**config.mk**
```make
export PLATFORM = sky130hd
export DESIGN_NAME = a_secuenciador_banco
export DESIGN_NICKNAME = d
export VERILOG_FILES = /design/src/rtl/a_secuenciador_banco.sv
export SDC_FILE = /design/constraint.sdc
export NUM_CORES = 1
export LEC_CHECK = 0
export ABC_CLOCK_PERIOD_IN_PS = 5600
export BUFFER_PORTS_ARGS = -buffer_cell sky130_fd_sc_hd__clkbuf_2
export CORE_ASPECT_RATIO = 0.75
export CORE_MARGIN = 2
export CORE_UTILIZATION = 42
export CTS_CLUSTER_DIAMETER = 80
export DETAILED_ROUTE_END_ITERATION = 10
export MAX_ROUTING_LAYER = met4
export PLACE_DENSITY = 0.63
export SYNTH_ARGS = -nofsm -noshare
export SYNTH_HDL_FRONTEND = slang
export SYNTH_SLANG_ARGS = --single-unit
export TNS_END_PERCENT = 10
```
**constraint.sdc**
```tcl
create_clock -name clk -period 5.6 [get_ports clk]
set_input_delay 0.84 -clock clk [delete_from_list [all_inputs] [get_ports clk]]
set_output_delay 0.84 -clock clk [all_outputs]
set_load 0.02 [all_outputs]
```
**src/rtl/a_secuenciador_banco.sv**
```systemverilog
`default_nettype none
// ============================================================================
// Module      : a_secuenciador_banco
// Description : Multi-cycle execution sequencer sitting between instruction
//               decode and the 32x32 register bank / data memory. Accepts one
//               decoded instruction per valid/ready handshake, issues the two
//               bank read addresses, executes an ALU op or a LOAD/SAVE, and
//               writes back through the bank write port.
// Ports       : clk, rst                 - clock, synchronous active-high reset
//               in_valid/in_ready        - instruction handshake
//               in_op/in_rd/in_rs1/in_rs2/in_imm - decoded instruction fields
//               rf_read_data1/2, rf_out_d1/2     - bank read address / data
//               rf_write_data, rf_data, rf_enable_w - bank write port
//               mem_req/we/addr/wdata/rdata/ack  - data memory port
//               done, err, retired       - completion pulse, illegal flag, count
// Revision    : 1.0 - initial release
// ============================================================================
module a_secuenciador_banco #(
    parameter int DATA_W  = 32,
    parameter int RADDR_W = 5,
    parameter int IMM_W   = 12,
    parameter int CNT_W   = 16
) (
    input  logic               clk,
    input  logic               rst,
    input  logic               in_valid,
    output logic               in_ready,
    input  logic [2:0]         in_op,
    input  logic [RADDR_W-1:0] in_rd,
    input  logic [RADDR_W-1:0] in_rs1,
    input  logic [RADDR_W-1:0] in_rs2,
    input  logic [IMM_W-1:0]   in_imm,
    output logic [RADDR_W-1:0] rf_read_data1,
    output logic [RADDR_W-1:0] rf_read_data2,
    input  logic [DATA_W-1:0]  rf_out_d1,
    input  logic [DATA_W-1:0]  rf_out_d2,
    output logic [RADDR_W-1:0] rf_write_data,
    output logic [DATA_W-1:0]  rf_data,
    output logic               rf_enable_w,
    output logic               mem_req,
    output logic               mem_we,
    output logic [DATA_W-1:0]  mem_addr,
    output logic [DATA_W-1:0]  mem_wdata,
    input  logic [DATA_W-1:0]  mem_rdata,
    input  logic               mem_ack,
    output logic               done,
    output logic               err,
    output logic [CNT_W-1:0]   retired
);

    localparam logic [2:0] c_OP_NOP  = 3'd0;
    localparam logic [2:0] c_OP_LOAD = 3'd1;
    localparam logic [2:0] c_OP_SAVE = 3'd2;
    localparam logic [2:0] c_OP_ADD  = 3'd3;
    localparam logic [2:0] c_OP_AND  = 3'd4;
    localparam logic [2:0] c_OP_OR   = 3'd5;
    localparam logic [2:0] c_OP_SUB  = 3'd6;
    localparam logic [2:0] c_OP_ILL  = 3'd7;

    localparam logic [CNT_W-1:0] c_CNT_ONE = {{(CNT_W-1){1'b0}}, 1'b1};

    typedef enum logic [2:0] {
        S_IDLE = 3'd0,
        S_READ = 3'd1,
        S_EXEC = 3'd2,
        S_MEM  = 3'd3,
        S_WB   = 3'd4
    } state_t;

    state_t             r_state;
    logic [2:0]         r_op;
    logic [RADDR_W-1:0] r_rd;
    logic [IMM_W-1:0]   r_imm;
    logic [DATA_W-1:0]  r_opa;
    logic [DATA_W-1:0]  r_opb;

    logic [DATA_W-1:0]  w_alu;
    logic [DATA_W-1:0]  w_imm_ext;
    logic               w_is_alu;
    logic               w_is_mem;
    logic               w_writes;

    assign w_imm_ext = {{(DATA_W-IMM_W){r_imm[IMM_W-1]}}, r_imm};
    assign w_is_alu  = (r_op == c_OP_ADD) || (r_op == c_OP_AND) ||
                       (r_op == c_OP_OR)  || (r_op == c_OP_SUB);
    assign w_is_mem  = (r_op == c_OP_LOAD) || (r_op == c_OP_SAVE);
    // r0 is the fixed "madre" register: never written.
    assign w_writes  = (w_is_alu || (r_op == c_OP_LOAD)) && (r_rd != '0);

    always_comb begin
        w_alu = '0;
        case (r_op)
            c_OP_ADD: w_alu = r_opa + r_opb;
            c_OP_AND: w_alu = r_opa & r_opb;
            c_OP_OR:  w_alu = r_opa | r_opb;
            c_OP_SUB: w_alu = r_opa - r_opb;
            default:  w_alu = '0;
        endcase
    end

    always_ff @(posedge clk) begin
        if (rst) begin
            r_state       <= S_IDLE;
            r_op          <= c_OP_NOP;
            r_rd          <= '0;
            r_imm         <= '0;
            r_opa         <= '0;
            r_opb         <= '0;
            in_ready      <= 1'b1;
            rf_read_data1 <= '0;
            rf_read_data2 <= '0;
            rf_write_data <= '0;
            rf_data       <= '0;
            rf_enable_w   <= 1'b0;
            mem_req       <= 1'b0;
            mem_we        <= 1'b0;
            mem_addr      <= '0;
            mem_wdata     <= '0;
            done          <= 1'b0;
            err           <= 1'b0;
            retired       <= '0;
        end else begin
            // Single-cycle pulses default low; raised only on entry to WB.
            done        <= 1'b0;
            err         <= 1'b0;
            rf_enable_w <= 1'b0;

            case (r_state)
                S_IDLE: begin
                    if (in_valid && in_ready) begin
                        r_op          <= in_op;
                        r_rd          <= in_rd;
                        r_imm         <= in_imm;
                        rf_read_data1 <= in_rs1;
                        rf_read_data2 <= in_rs2;
                        in_ready      <= 1'b0;
                        r_state       <= S_READ;
                    end
                end

                S_READ: begin
                    // Bank read path is combinational from the addresses.
                    r_opa   <= rf_out_d1;
                    r_opb   <= rf_out_d2;
                    r_state <= S_EXEC;
                end

                S_EXEC: begin
                    if (w_is_mem) begin
                        mem_addr  <= r_opa + w_imm_ext;
                        mem_wdata <= r_opb;
                        mem_we    <= (r_op == c_OP_SAVE);
                        mem_req   <= 1'b1;
                        r_state   <= S_MEM;
                    end else begin
                        // Write port is loaded together with the enable so
                        // address/data are stable across the whole pulse.
                        if (w_is_alu) begin
                            rf_write_data <= r_rd;
                            rf_data       <= w_alu;
                        end
                        done        <= 1'b1;
                        err         <= (r_op == c_OP_ILL);
                        rf_enable_w <= w_writes;
                        r_state     <= S_WB;
                    end
                end

                S_MEM: begin
                    if (mem_ack) begin
                        mem_req <= 1'b0;
                        mem_we  <= 1'b0;
                        if (r_op == c_OP_LOAD) begin
                            rf_write_data <= r_rd;
                            rf_data       <= mem_rdata;
                        end
                        done        <= 1'b1;
                        rf_enable_w <= w_writes;
                        r_state     <= S_WB;
                    end
                end

                S_WB: begin
                    retired  <= retired + c_CNT_ONE;
                    in_ready <= 1'b1;
                    r_state  <= S_IDLE;
                end

                default: begin
                    in_ready <= 1'b1;
                    r_state  <= S_IDLE;
                end
            endcase
        end
    end

endmodule
`default_nettype wire
```
# Word-level counts from Yosys, hierarchy flattened
# Cells that the tools add are included.
[word_totals] regBits=220 inputBits=130 out_inout_bits=133 elab_cells=90
[op_classes] n_addsub=4 n_eq_ne=17 mux=28 bitwise=4 reduce_logical=18
[ops] operator="$mux W32" count=4
[ops] operator="$pmux W32 S4" count=1
[ops] operator="$add A32 B32 Y32" count=2
[ops] operator="$pmux W32 S2" count=1
[ops] operator="$and A32 B32 Y32" count=1
[ops] operator="$or A32 B32 Y32" count=1
[ops] operator="$sub A32 B32 Y32" count=1
[ops] operator="$mux W5" count=4
[ops] operator="$add A16 B1 Y16 const B" count=1
[ops] operator="$eq A3 B3 Y1 const B" count=5
[ops] operator="$eq A3 B2 Y1 const B" count=4
[ops] operator="$ne A2 B2 Y1 const B" count=6
[ops] operator="$pmux W3 S4" count=1
[ops] operator="$pmux W1 S2" count=5
[ops] operator="$pmux W5 S2" count=1
[ops] operator="$mux W3" count=3
[ops] operator="$mux W1" count=8
[ops] operator="$reduce_and A2 Y1" count=4
[ops] operator="$eq A3 B1 Y1 const B" count=2
[ops] operator="$reduce_or A3 Y1" count=2
[ops] operator="$logic_or A1 B1 Y1" count=5
[ops] operator="$reduce_and A5 Y1" count=1
[ops] operator="$reduce_bool A5 Y1" count=1
[ops] operator="$logic_not A3 Y1" count=1
[ops] operator="other kinds (4)" count=6

# Logic depth before layout (Yosys ltp)
# Gate-level depths: netlist (run 1).
[logic_depth] word_depth=8 ltp_mapped=20 depth_no_buf=19

# Least setup slack after synthesis (run 1)
# Ideal clock, no wire load.
[synth_path] path_type="register to register" startpoint="register r_op[0]" endpoint="register rf_data[29]" setup_time_ns=0.076 arrival_time_ns=3.880 path_slack_ns=1.644 stages_incl_launch_ff=17 path_buffers=3 cell_sequence="dfxtp_1 -> clkbuf_1 -> clkbuf_1 -> buf_1 -> nor3_1 -> nor2_1 -> xnor2_1 -> ha_1 -> o21a_1 -> o31a_1 -> o211ai_1 -> a21oi_1 -> a21boi_0 -> o22ai_1 -> o211ai_1 -> mux2_2 -> o21ai_0"
[synth_via] elab_chain_cells=6
[synth_rtl] item="start: declaration" line_no="71" source="logic [2:0] r_op;"
[synth_rtl] item="start signal: assignment" line_no="104" source="r_op <= c_OP_NOP;"
[synth_rtl] item="start signal: assignment" line_no="131" source="r_op <= in_op;"
[synth_rtl] item="parallel branches: the longest is 6 deep, another holds $pmux W32 S4"
[synth_rtl] item="end signal: assignment" line_no="160" source="rf_data <= w_alu;"
[synth_rtl] item="end signal: assignment" line_no="175" source="rf_data <= mem_rdata;"
[synth_rtl] item="end: declaration" line_no="38" source="output logic [DATA_W-1:0] rf_data,"
# Parallel ways; which one is timed is not known. The select of a mux whose other input is x is not followed.
# A chain may end at the register's enable or synchronous reset.

# Worst setup path after layout (run 1)
[layout_path] startpoint="register r_opb[0]" endpoint="register rf_data[31]"
[layout_via] elab_chain_cells=5
[layout_rtl] item="start: declaration" line_no="75" source="logic [DATA_W-1:0] r_opb;"
[layout_rtl] item="start signal: assignment" line_no="144" source="r_opb <= rf_out_d2;"
[layout_rtl] item="$sub A32 B32 Y32 / $add A32 B32 Y32 (equally long branches)" line_no="96, 93"
[layout_rtl] item="$pmux W32 S4 (*)" line_no="92" source="case (r_op)"
[layout_rtl] item="$mux W32 (*)" line_no="158" source="if (w_is_alu) begin"
[layout_rtl] item="$mux W32 (*)" line_no="149" source="if (w_is_mem) begin"
[layout_rtl] item="$pmux W32 S2 (*)" line_no="128" source="case (r_state)"
# Mark *: on every way between the ends. The rest lies on a longest branch, timed or not. The select of a mux whose other input is x is not followed.

==> results of run 1 <==
## state kept, by name, summed over array words and instances (netlist names), 3 cells and up
signal	cells
r_op	3
rf_read_data2	5
mem_addr	32
rf_write_data	5
r_opa	32
retired	16
r_rd	5
r_imm	12
mem_wdata	32
r_opb	32
r_state	3
rf_read_data1	5
rf_data	32
## layer usage
metal	vias up	global-route usage (%)
met1	5933	42.4
met5	-	-
li1	6193	-
met4	0	3.93
met2	436	40.2
met3	43	4.01
## cells by family after synthesis
kind of cell | synth area share [%]
muxes | 0.411
AOI/OAI and AO/OA | 23.1
and+or+nand+nor | 21.9
adders and majority gates | 9.26
buffers and inverters | 4.34
DFF | 35.3
xor gates and xnor gates | 5.68
## power groups by stage
| stage | logic [mW] | clock network, mW | registers [mW] |
|---|---|---|---|
| final | 1.15 | 1.66 | 1.71 |
| after global routing | 1.28 | 1.75 | 1.71 |
| after CTS | 1.14 | 1.69 | 1.70 |
| after detailed placement | 1.13 | 0 | 1.74 |
| after global placement | 1.13 | 0 | 1.74 |
| after floorplan | 0.833 | 0 | 1.71 |
## layout make-up
type,instances,area [um2],share of cell area [%]
Multi-Input combinational cell,1284,7560,50.9
Sequential cell,220,4400,29.6
Timing Repair Buffer,284,1480,9.98
Clock buffer,29,651,4.38
Tap cell,392,490,3.30
Clock inverter,13,159,1.07
Inverter,31,116,0.783
## critical path, delay by kind of cell (launching register included)
family	cells	cell delay [ns]
xor+xnor	1	0.26
flops	1	0.39
fa+ha+maj	2	0.54
simple gates	5	1.19
buf+inv	1	0.12
compound gates	8	2.11
## synth_stat cells (all sizes together), types with 10 or more instances
cell / count
o21ai: 80
a21oi: 234
nand2: 370
a21o: 33
or3: 11
buf: 15
nor2: 80
inv: 29
nor3: 45
clkbuf: 87
xnor2: 35
o31ai: 13
dfxtp: 220
o21a: 10
a211oi: 16
xor2: 46
nand4: 11
maj3: 29
a221oi: 21
ha: 66
nand3: 34
a31oi: 12
## stage by stage
step	cell area, um2	util (%)	power, mW	setup WS [ns]	std cells
after floorplan	12500	-	2.54	1.64	1638
after global placement	14100	48.1	2.87	1.09	2211
after detailed placement	14100	48.1	2.87	0.970	2211
after CTS	14900	50.9	4.53	0.937	2253
after global routing	14900	50.9	4.74	0.467	2253
final	14900	50.9	4.52	0.867	2253
## worst paths after layout
path	start	end	slack, ns	depth (start not counted)
max reg2reg	r_opb[0]	rf_data[31]	0.87	17
min	rf_read_data1[1]	rf_read_data1[1]	0.45	2
min reg2reg	rf_read_data1[1]	rf_read_data1[1]	0.45	2
max	r_opb[0]	rf_data[31]	0.87	17
==> impl_summary.log, run 1 <==
INFO  metric outcome = complete, no violations
INFO  metric vias_per_cell = 5.59
INFO  metric first_global_vias = 11505
INFO  metric synth.yosys.warnings = 0
INFO  metric power_frac_comb = between 20 and 30%
INFO  metric portBuffers = 262
INFO  metric place.gp.congestion = 0.952
INFO  metric synth.net_count = 1836
INFO  metric wl_per_cell = 19.4 um
INFO  metric syn_area = 12500 um2
INFO  metric final-setup-viol-count = 0
INFO  metric drv.max_cap_violation_count = 0
INFO  metric critical_path_arrival = 5.14 ns
INFO  metric detail_route.iter0.violations = between 1000 and 1500
INFO  metric syn_inst = 1638
INFO  metric cell_internal_power_dissipation = 3.03 mW
INFO  metric fp.dieH = about 150 um
INFO  metric dr.pass1.iters = 5
INFO  metric criticalPathCategory = flop to flop
INFO  metric synth_cell_types = 76
INFO  metric seqPwrFrac = 37.8%
INFO  metric final_common_cell = nand2_1
INFO  metric initial_cell_density_of_the_core = 42.8%
INFO  metric synthFlopType = dfxtp_1
INFO  metric commonest_non_fill_non_tap_cells_in_the_layout = nand2_1 (369), clkbuf_2 (261), a21oi_1 (234), dfxtp_1 (220), nor2_1 (80)
INFO  metric drcViolationCount = 0
INFO  metric nNetsFinal = 2043
INFO  metric total_die_area = 31100 um2
INFO  metric timing.clock.skew = 0.0130 ns
INFO  metric number_of_antenna_violations_at_the_first_check_in_global_routing = 0
INFO  metric totalNegativeSetupSlack = 0 ns
INFO  metric power_density_over_the_cells = approximately 300 nW/um2
INFO  metric synth_sequential_area_ratio = 35.3%
INFO  metric crit_fanout = 7
INFO  metric critical_path.startpoint_type = flop
INFO  metric worst_path_clk_slew = approximately 0.060 ns
INFO  metric grt_first_pass_wirelength = 67100 um
INFO  metric fmax = 211 MHz
INFO  metric tightest_slew = 1.06 ns
INFO  metric highest_layer = met4
INFO  metric post_cts_setup_driven_buffer_insertion_count = 0
INFO  metric layout-area-overhead-vs-synth = 19.0%
INFO  metric ioPinCount = 263
INFO  metric cts_root_buf = clkbuf_16
INFO  metric grt_start_max_net_pins = 90
INFO  metric synth_enable_flop_cells = 0
INFO  metric ir_drop_worst_vdd = 0.227 mV
INFO  metric drt-total-wl = 43700 um
INFO  metric hold_class = flop to flop
INFO  metric m1WireLength = between 20000 and 25000 um
INFO  metric cp_slowest_cell = or4_1
INFO  metric dieWidth = 203 um
INFO  metric cp_slowest_stage_delay = approximately 0.55 ns
INFO  metric number_of_flip_flops_and_latches_in_the_synthesized_netlist = 220
INFO  metric synth.avg_cell_area = roughly 7.6 um2
INFO  metric cts_buffers = 24
INFO  metric cts_buffer_depth = 3
INFO  metric report.final.slew_viol_count = 0
INFO  metric cts_num_sinks = 220
INFO  metric post_cts_hold_buffer_count = 0
INFO  metric p_clk_share = 36.7%
INFO  metric placement_rows = between 50 and 60
INFO  metric path_cells = inv_1 > ha_1 > nand3b_1 > and2b_1 > nand2_1 > or4_1 > o31ai_1 > xor2_1 > ha_1 > a21o_1 > a21o_1 > a211oi_1 > nand2_1 > o21ai_0 > o31ai_1 > o41ai_1 > o211ai_1
INFO  metric fp.coreArea = 29200 um2
INFO  metric netSwitchingFraction = 33.0%
INFO  metric detailedPlacementHpwl = 32500 um
INFO  metric finalCriticalPeriod = approximately 4.7 ns
INFO  metric cp_data_required_time = 6.01 ns
INFO  metric power.switching = 1.49 mW
INFO  metric diodes = 0
INFO  metric gr-total-overflow = 0
INFO  metric route.vias.total = 12605
INFO  metric synth.area.top_cells = dfxtp_1 (35%), nand2_1 (11%), a21oi_1 (9.4%)
INFO  metric finalCritPeriodShare = 84.5%
INFO  metric worst_hold_slack = 0.452 ns
INFO  metric cts.htree.levels = 1
INFO  metric final_layout_size_suffix_gt1_share = 18.6%
INFO  metric report.final.hold_viol_count = 0
INFO  metric met2_wirelength = 18200 um
INFO  metric rsz0062_at_grt = false
INFO  metric insertion_delay = approximately 0.54 ns
INFO  metric timing.critical_path.to_type = flop
INFO  metric slew-limit-headroom = 29.1%
INFO  metric cts.repair.resized = 0
INFO  metric async_reset_ff_share = 0%
INFO  metric track_usage = 28.1%
INFO  metric tritoncts = yes
INFO  metric met3_wirelength = ~3200 um
INFO  metric power.leakage = 6.38 nW
INFO  metric routed_antenna_nets = 0
INFO  metric netlist.top_cell.by_area = dfxtp_1
INFO  metric synth.top_cell.area_share = 35.3%
INFO  metric final.fill_count = 2928
(Power assumes the default switching activity.)
==> run 2: changes to the inputs <==
--- a/config.mk
+++ b/config.mk
@@ -5,7 +5,7 @@
 export SDC_FILE = /design/constraint.sdc
 export NUM_CORES = 1
 export LEC_CHECK = 0
-export ABC_CLOCK_PERIOD_IN_PS = 5600
+export ABC_CLOCK_PERIOD_IN_PS = 4370
 export BUFFER_PORTS_ARGS = -buffer_cell sky130_fd_sc_hd__clkbuf_2
 export CORE_ASPECT_RATIO = 0.75
 export CORE_MARGIN = 2
==> constraint.sdc (replaced) <==
create_clock -name clk -period 4.37 [get_ports clk]
set_input_delay 0.6555 -clock clk [delete_from_list [all_inputs] [get_ports clk]]
set_output_delay 0.6555 -clock clk [all_outputs]
set_load 0.02 [all_outputs]
==> run 2 against run 1 <==
  * Critical path type unchanged
  * Sequential share of layout area down 0.46 points
  * Register-to-register slack got worse by 0.63 ns
  * Clock skew rose by 0.0058 ns
  * Core utilization grew 0.80 points
  * Wire length grew 1.8%
  * First-iteration DRC count is 8.2% lower
  * Fmax up 14%
  * Non-clock buffer count is 13 higher
  * Setup slack got worse by 0.63 ns
==> impl_summary.log, run 2 (synthesis results as in run 1) <==
INFO  metric cp_slowest_stage_delay = 0.63 ns
INFO  metric nNetsFinal = 2057
INFO  metric dr.pass1.iters = 5
INFO  metric total_die_area = approximately 31000 um2
INFO  metric critical_path.startpoint_type = flop
INFO  metric design_power_total = 6.01 mW
INFO  metric gr-total-overflow = 0
INFO  metric portBuffers = 262
INFO  metric hold_class = primary input to flop
INFO  metric final.fill_count = 2959
INFO  metric ioPinCount = ~260
INFO  metric dieWidth = between 200 and 250 um
INFO  metric cp_slowest_cell = or4_1
INFO  metric drv.max_cap_violation_count = 0
INFO  metric dp_slack = 0.109 ns
INFO  metric report.final.hold_viol_count = 0
INFO  metric grt_start_max_net_pins = between 200 and 250
INFO  metric cp_data_required_time = 4.85 ns
INFO  metric diodes = 0
INFO  metric postLayoutCellArea = 15100 um2
INFO  metric m1WireLength = 21300 um
INFO  metric report.final.slew_viol_count = 0
INFO  metric setup_ws_post_layout = 0.232 ns
INFO  metric met2_wirelength = approximately 19000 um
INFO  metric power.leakage = 6.53 nW
INFO  metric final_common_cell = nand2_1
INFO  metric ir_drop_worst_vdd = 0.260 mV
INFO  metric detailedPlacementHpwl = 32700 um
INFO  metric drcViolationCount = 0
INFO  metric path_cells = or4_1 > or4_4 > nor3_4 > nor2_1 > xnor2_1 > ha_1 > buf_4 > a21o_1 > a21oi_1 > o21bai_1 > a21oi_1 > o21ai_0 > or3_1 > o211ai_1 > mux2_2 > o21ai_0
INFO  metric track_usage = 28.7%
INFO  metric number_of_antenna_violations_at_the_first_check_in_global_routing = 0
INFO  metric critical_path_arrival = 4.61 ns
INFO  metric first_global_vias = 12058
INFO  metric finalCriticalPeriod = a little over 4 ns
INFO  metric finalCritPeriodShare = between 90% and 100%
INFO  metric final-seq-area = 4400 um2
INFO  metric path_delay_family = simple AND/OR/NAND/NOR gates
INFO  metric cts_root_buf = clkbuf_16
INFO  metric wl_per_cell = 19.6 um
INFO  metric fmax = 242 MHz
INFO  metric fp.coreArea = 29200 um2
INFO  metric routed_antenna_nets = 0
INFO  metric vias_per_cell = 5.64
INFO  metric timing.critical_path.to_type = flop
INFO  metric layout-area-overhead-vs-synth = 20.9%
INFO  metric placement_rows = 54
INFO  metric final-setup-viol-count = 0
INFO  metric cts_buffer_depth = 3
INFO  metric drt-total-wl = roughly 44000 um
INFO  metric worst_path_clk_slew = roughly 0.060 ns
INFO  metric final_layout_size_suffix_gt1_share = about 20%
INFO  metric cts.htree.levels = 1
INFO  metric multi_input_area = 7590 um2
INFO  metric met3_wirelength = 3580 um
INFO  metric initial_cell_density_of_the_core = 42.8%
INFO  metric place.gp.congestion = 0.955
INFO  metric criticalPathCategory = flop to flop
INFO  metric commonest_non_fill_non_tap_cells_in_the_layout = nand2_1 (369), clkbuf_2 (261), a21oi_1 (234), dfxtp_1 (220), nor2_1 (80)
INFO  metric cts_buffers = 25
INFO  metric timing.clock.skew = 0.0187 ns
INFO  metric placed_cell_areas = approximately 14000 um2
INFO  metric tightest_slew = roughly 1.2 ns
INFO  metric power_density_over_the_cells = 398 nW/um2
INFO  metric totalNegativeSetupSlack = 0 ns
INFO  metric crit_fanout = 8
INFO  metric cts_num_sinks = 220
INFO  metric layout.core_utilization = 51.7%
INFO  metric worst-path-buf-inv = 1
INFO  metric slew-limit-headroom = 21.2%
INFO  metric fp.dieH = between 150 and 200 um
INFO  metric tritoncts = yes
INFO  metric detail_route.iter0.violations = 1007
INFO  metric grt_first_pass_wirelength = approximately 68000 um
INFO  metric rsz0062_at_grt = false
INFO  metric route.vias.total = 12809
INFO  metric highest_layer = met4
INFO  metric outcome = complete, no violations
INFO  metric insertion_delay = 0.55 ns
==> run 2: per-stage QoR <==
stage / instances / hold slack, ns
CTS: 2270 / 0.304
floorplan: 1638 / 0.440
global route: 2270 / 0.324
finish: 2270 / 0.325
global placement: 2224 / 0.437
detailed placement: 2224 / 0.447
==> run 2: per-layer routing <==
layer | global-route usage [%] | up-vias
li1 | - | 6213
met1 | 41.4 | 6042
met2 | 41.8 | 482
met3 | 5.01 | 72
met4 | 5.67 | 0
met5 | - | -
==> run 2: timing repair <==
item / CTS / global route
buffers inserted: 0 / 0
setup endpoints to repair: 0 / 5
gates resized for setup: 0 / 7
hold buffers: 0 / 0
==> run 2: final cells by class <==
type                    count  area share (%)
clock buffers              34            4.77
clock inverters            12            1.10
inverters                  31           0.771
multi-input cells        1284            50.3
flip-flops and latches    220            29.2
well taps                 392            3.25
repair buffers            297            10.6
==> run 2: worst paths after layout <==
path | startpoint | to | slack [ns] | cells past startpoint
max | r_opb[12] | rf_data[29] | 0.23 | 16
min | rf_out_d2[26] | r_opb[26] | 0.33 | 3
max reg2reg | r_opb[12] | rf_data[29] | 0.23 | 16
min reg2reg | rf_read_data1[2] | rf_read_data1[2] | 0.45 | 2
==> run 2: tightest hold or removal path, stage by stage <==
cell	delay, ns
clkbuf_2	0.08
nand2_1	0.04
a21oi_1	0.05
==> run 2: power breakdown <==
group	internal (mW)	leakage [nW]	switching [mW]
clock	1.39	0.439	0.905
combinational	0.595	4.31	0.931
sequential	2.08	1.78	0.115
